==> src/rtl/card_deck_shuffler.sv <==
// card_deck_shuffler: free-running Galois LFSR feeding an in-place Fisher-Yates shuffle of a memory-game board.
// Optional feature macro SHUFFLE_SEED_LOAD_EN adds seed_we/seed_val to reload the LFSR while idle.
module card_deck_shuffler #(
  parameter int                N_CARDS = 16,
  parameter int                VAL_W   = 3,
  parameter int                LFSR_W  = 16,
  parameter logic [LFSR_W-1:0] SEED    = 16'hACE1,
  parameter int                MAX_REJ = 7,
  localparam int               IDX_W   = $clog2(N_CARDS)
) (
  input  logic              clk,
  input  logic              rst,
  input  logic              shuffle_req,
`ifdef SHUFFLE_SEED_LOAD_EN
  input  logic              seed_we,
  input  logic [LFSR_W-1:0] seed_val,
`endif
  input  logic [IDX_W-1:0]  rd_idx,
  output logic [VAL_W-1:0]  rd_val,
  output logic              busy,
  output logic              done,
  output logic              board_valid
);

  localparam int                REJ_W     = $clog2(MAX_REJ + 1);
  localparam logic [LFSR_W-1:0] LFSR_MASK = LFSR_W'(16'hB400);
  localparam logic [LFSR_W-1:0] SEED_NZ   = (SEED == '0) ? LFSR_W'(1) : SEED;
  localparam logic [IDX_W-1:0]  IDX_LAST  = IDX_W'(N_CARDS - 1);

  typedef enum logic [1:0] {S_IDLE, S_SHUF, S_DONE} state_t;

  state_t             state_q, state_d;
  logic [LFSR_W-1:0]  lfsr, lfsr_next;
  logic [VAL_W-1:0]   board [N_CARDS];
  logic [IDX_W-1:0]   idx;
  logic [REJ_W-1:0]   rej;
  logic [IDX_W-1:0]   r;
  logic               accept, take, swap;

  assign r      = lfsr[IDX_W-1:0];
  assign rd_val = board[rd_idx];

  // The LFSR never stops so the board depends on when START was pressed.
  always_comb begin
    lfsr_next = {1'b0, lfsr[LFSR_W-1:1]} ^ (lfsr[0] ? LFSR_MASK : '0);
`ifdef SHUFFLE_SEED_LOAD_EN
    if (state_q == S_IDLE && seed_we)
      lfsr_next = (seed_val == '0) ? LFSR_W'(1) : seed_val;
`endif
  end

  // NOTE: every output of a combinational block gets a default first, so no
  // path leaves it unassigned and no latch is inferred.
  always_comb begin
    state_d = state_q;
    accept  = 1'b0;
    take    = 1'b0;
    swap    = 1'b0;
    case (state_q)
      S_IDLE: begin
        // A request coinciding with the done pulse belongs to the old shuffle.
        if (shuffle_req && !done) begin
          accept  = 1'b1;
          state_d = S_SHUF;
        end
      end
      S_SHUF: begin
        if (r <= idx) begin
          swap = 1'b1;
          take = 1'b1;
        end else if (rej == REJ_W'(MAX_REJ)) begin
          take = 1'b1;
        end
        if (take && idx == IDX_W'(1)) state_d = S_DONE;
      end
      S_DONE:  state_d = S_IDLE;
      default: state_d = S_IDLE;
    endcase
  end

  // NOTE: sequential state uses non-blocking assignments so every register
  // samples pre-edge values; this is what makes the in-place swap below work.
  always_ff @(posedge clk) begin
    if (rst) state_q <= S_IDLE;
    else     state_q <= state_d;
  end

  always_ff @(posedge clk) begin
    if (rst) begin
      lfsr        <= SEED_NZ;
      busy        <= 1'b0;
      done        <= 1'b0;
      board_valid <= 1'b0;
      idx         <= IDX_LAST;
      rej         <= '0;
      // NOTE: the board array is reset deliberately: the sorted layout is the
      // documented reset state and the permutation invariant depends on it.
      for (int k = 0; k < N_CARDS; k++) board[k] <= VAL_W'(k >> 1);
    end else begin
      lfsr <= lfsr_next;
      done <= 1'b0;
      if (accept) begin
        for (int k = 0; k < N_CARDS; k++) board[k] <= VAL_W'(k >> 1);
        board_valid <= 1'b0;
        busy        <= 1'b1;
        idx         <= IDX_LAST;
        rej         <= '0;
      end
      if (state_q == S_SHUF) begin
        if (swap) begin
          board[idx] <= board[r];
          board[r]   <= board[idx];
        end
        if (take) begin
          idx <= idx - IDX_W'(1);
          rej <= '0;
        end else begin
          rej <= rej + REJ_W'(1);
        end
      end
      if (state_q == S_DONE) begin
        done        <= 1'b1;
        busy        <= 1'b0;
        board_valid <= 1'b1;
      end
    end
  end

endmodule

==> config.mk <==
export PLATFORM = sky130hd
export DESIGN_NAME = card_deck_shuffler
export DESIGN_NICKNAME = d
export VERILOG_FILES = /design/src/rtl/card_deck_shuffler.sv
export SDC_FILE = /design/constraint.sdc
export NUM_CORES = 1
export LEC_CHECK = 0
export BUFFER_PORTS_ARGS = -buffer_cell sky130_fd_sc_hd__buf_2
export CELL_PAD_IN_SITES_DETAIL_PLACEMENT = 1
export CELL_PAD_IN_SITES_GLOBAL_PLACEMENT = 1
export CORE_MARGIN = 2
export CORE_UTILIZATION = 46
export DETAILED_ROUTE_END_ITERATION = 10
export PLACE_DENSITY_LB_ADDON = 0.08
export SLEW_MARGIN = 10
export SYNTH_ARGS = -nofsm -noshare
export SYNTH_HDL_FRONTEND = slang
export SYNTH_SLANG_ARGS = --single-unit
export TNS_END_PERCENT = 30
==> constraint.sdc <==
create_clock -name clk -period 2.47 [get_ports clk]
set_input_delay 0.247 -clock clk [delete_from_list [all_inputs] [get_ports clk]]
set_output_delay 0.247 -clock clk [all_outputs]
set_load 0.005 [all_outputs]
# Yosys cells after proc, flatten, opt, wreduce, memory -nomap -nowiden
# Memory sizes are Yosys's and may differ from the RTL's. A register that Yosys moved wholly into a read port is not among the register bits.
# Index checks and enable logic that the tools add are counted.
# totals
ff_bits	28
word_cells	98
input_bits	7
memories	1
mem_bits_rw	48
# mem_list
name	words	width	read_ports	rd_clocked_by_memory_dff	wr	line_no	rtl
board	16	3	3	2	16	34	logic [VAL_W-1:0] board [N_CARDS];
# classes
order_cmp	1
n_mux	54
n_reduce_logical	10
add_sub_neg	2
eq_ne	6
bitwise_logic	17
# ops
cell	n
two-way mux 3 bit	21
two-way mux 4 bit	7
two-way mux 1 bit	22
two-way mux 16 bit	1
bitwise OR 1 bit	16
bitwise XOR 15 x 16 -> 16 bit	1
OR reduction 3 bit	2
== test 4 x 1 -> 1 bit, second input constant	1
less-or-equal comparator 4 bit	1
two-way mux 2 bit	2
!= test 2 bit, second input constant	2
case mux 2 bit (2 select lines)	1
nonzero test 2 bit	2
subtractor 4 x 1 -> 4 bit, second input constant	1
adder 3 x 1 -> 3 bit, second input constant	1
== test 3 bit, second input constant	1
== test 2 x 1 -> 1 bit, second input constant	1
== test 2 bit, second input constant	1
logical AND 1 bit	2
logical NOT 2 bit	1
AND reduction 2 bit	1
OR reduction 2 bit	1
logical NOT 1 bit	1

# Longest topological paths before layout
# logic_depth
word_depth	9
depth_mapped	11
mapped_depth_nobuf	7

# Least setup slack after synthesis
# Ideal clock, no wire load.
# synth_timing
path_kind	register to register
start	register idx[1]
end	memory board[11][0], data pin
stages_incl_launch_ff	10
n_path_buf	2
period_less_slack_ns	2.689
path_slack_ns	-0.219
setup_time_ns	0.283
required_ns	2.187
t_arrival_ns	2.406
cell_sequence	dfxtp_1 -> buf_2 -> inv_1 -> ha_1 -> nor2b_1 -> o211a_1 -> o21a_1 -> clkbuf_1 -> nor4b_1 -> a22oi_1
# synth_rtl
element	line_no	rtl
start, declared	35	logic [IDX_W-1:0] idx;
start signal, assigned	115	idx <= idx - IDX_W'(1);
end, declared	34	

==> flow_summary.ini <==
[hold_path]
hold_path.class = primary input to flop

[critical_path]
start_kind = flop
crit_required_ps = 2580
critPathKind = flop to flop
path_delay_family = multiplexers
crit_path_top_delay_cell = mux4_1
arrival_ps = 2550
worstPathCellList = buf_4 > mux4_1 > a22oi_2 > and3_1 > nand4_1 > mux2_4
slowest_delay_ps = 600
cp-end-kind = flop
worst-path-buf-inv = 1
path_max_fanout = 11

[synthesis]
ys.flop_type = edfxtp_1
syn_area_um2 = 4830
seq_area_frac_synth_pct = 41.4
synth_top_area_share_pct = 29.8
avgSynthCellArea_um2 = 11.5
synth_warnings = 0
synthTopCellsByArea = edfxtp_1 (30%), mux4_2 (15%), dfxtp_1 (12%), mux4_1 (3.8%), nand3_1 (3.5%)
synth_common_cells = edfxtp_1 (48), nand3_1 (34), mux4_2 (32)
syn_inst = 422
synth_seq_cells = 76
synth_nets = 440
synth_edf_count = 48
yosysTopAreaCell = edfxtp_1
yosysUniqueCellTypes = 53
yosysMostFrequentCell = edfxtp_1
ys_async_sr_fraction_pct = 0

[pwr]
p_int_uw = 2320
power_frac_comb_pct = 17.9
power-per-cell-area_nw_per_um2 = 570
power_uw = 3160
clkPwrFrac_pct = 36.3
pwr-share-seq_pct = 45.8
p_leak_uw = 0.00197
swShare_pct = 26.6
ir_drop_v = 0.000337
switchingPower_uw = 842

[clocking]
clock_latency_ps = 360
clock_sinks = 76
cts_tree = done
clkSlewWorstSetupHoldPaths_ps = 90
cts_resized = 0
hold_buffers = 0
htreeDepth = 3
cts_buffers = 9
cts_setup_buffers = 0
clock_path_buffers = 2
clock-root-buffer = clkbuf_8

[sta]
slew_headroom_pct = 50.9
hold_viol = 0
worst_slew_pin_slew_ps = 734
skew_ps = 15.7
setup_viol = 0
finalMaxSlewViolations = 0
rsz0062_at_grt = yes
finalCritPeriodShare_pct = 98.5
fmax_mhz = 411
period_minus_slack_ps = 2430

[global_route]
grt_pass1_vias = 4036
use_met1_pct = 37.6
met3_usage_pct = 4.60
grt_first_pass_wirelength_um = 22900
grt-busiest-layer = met2
grt.overflow.total = 0
grtUsageTotal_pct = 27.3
grt_max_degree = 31
grt_use_met2_pct = 44.2
antenna_found_initial = 0

[floorplanning]
start_util_pct = 47.0
num_rows = 37
dieArea_um2 = 11300
dieHeight_um = 107
coreArea_um2 = 10300
die_x_um = 107
io_pins = 13

[detailed_routing]
wl_um = 14800
drc = 0
wl_per_cell_um = 24.7
ant_nets = 0
vias = 3938
firstDrtPassIters = 5
drt_iter0_drc = 406
viasPerCell = 6.55

[flow_run]
cap_violations = 0

[finish]
nNetsFinal = 478
area_delta_synth_final_pct = 14.8
layoutNonFillerInstCount = 601
stdcell_area_um2 = 5550
layout-drive-gt1-share_pct = 28.2
n_antenna_cell = 0

[placement]
dpl.cell_count = 585
hpwl_um = 11300
port_buffers = 12
dpl-instance-area_um2 = 5280
gp_congestion = 0.923

[outcome]
status = completed
==> registers in the layout, indices dropped and copies added (netlist names) <==
signal       cells
state_q          2
rej              3
busy             1
lfsr            16
board_valid      1
done             1
idx              4
board           48
==> metal layers <==
metal  share of wire, %  vias to the layer above
met5                  0                        -
li1                   -                     1752
met4                1.8                        0
met1                 42                     1977
met2                 48                      184
met3                7.4                       25
==> worst reg2reg max path, stage by stage (launching register included) <==
cell	delay, ps
dfxtp_1	390
buf_4	260
mux4_1	600
a22oi_2	240
and3_1	300
nand4_1	120
mux2_4	270
==> worst paths after layout <==
path	slack, ps	cells after the start	from	endpoint
hold reg to reg	410	1	lfsr[6]	lfsr[5]
setup / recovery	40	6	lfsr[0]	board[9][2]
setup reg to reg	40	6	lfsr[0]	board[9][2]
hold / removal	360	3	rst	rej[2]
==> power by group through the flow <==
stage          clock (uW)  combinational (uW)  sequential (uW)
2_1_floorplan           0                 353             1460
6_report             1150                 567             1450
3_5_place_dp            0                 556             1480
3_3_place_gp            0                 550             1470
5_1_grt              1200                 602             1460
4_1_cts              1160                 560             1450
==> cell usage in the layout, fill, tap and decap left out, types with 6 or more instances in the layout <==
cell      Yosys  routed
a21o_1        8       7
a22o_1        8       8
a22oi_1      19      19
and2_1        7       7
and3_1        6       6
buf_2        20      12
buf_4         2      49
clkbuf_8      0       9
dfxtp_1      28      27
edfxtp_1     48      48
ha_1         11      11
inv_1        10      10
mux4_1        7       7
mux4_2       32      32
nand2_1      27      27
nand3_1      34      34
nand4_1       9       9
nor2_1       21      21
nor2b_1      15      15
nor3_1        9       8
o22ai_1      21      21
or2_2         9       9
==> final cells by class <==
cell class	instances	area, um^2
inverter	10	37.5
multi-input combinational	300	2630
clock buffer	10	128
sequential	76	2010
timing repair buffer	63	468
tap	136	170
fill	1122	4730
clock inverter	6	110
==> per-stage QoR <==
stage          utilization [%]  setup TNS [ps]  hold WS [ps]  setup slack [ps]
3_3_place_gp              51.4               0           393               142
4_1_cts                   53.7               0           353              30.2
6_report                  54.0               0           363              36.9
5_1_grt                   54.0           -11.9           389             -7.05
2_1_floorplan                -               0           389              26.8
3_5_place_dp              51.4               0           397              60.0
==> cell families (layout without fill, tap and decap cells) <==
kind of cell	after synthesis	after routing	share of synthesized area, %
and+or+nand+nor	159	159	17.7
AOI/OAI and AO/OA	85	85	13.2
DFF	76	76	41.4
buffers and inverters	46	89	4.89
muxes	42	42	19.4
adders and majority gates	11	11	2.85
xor gates and xnor gates	3	3	0.544
Note: power is estimated with default switching activity, not from simulation.
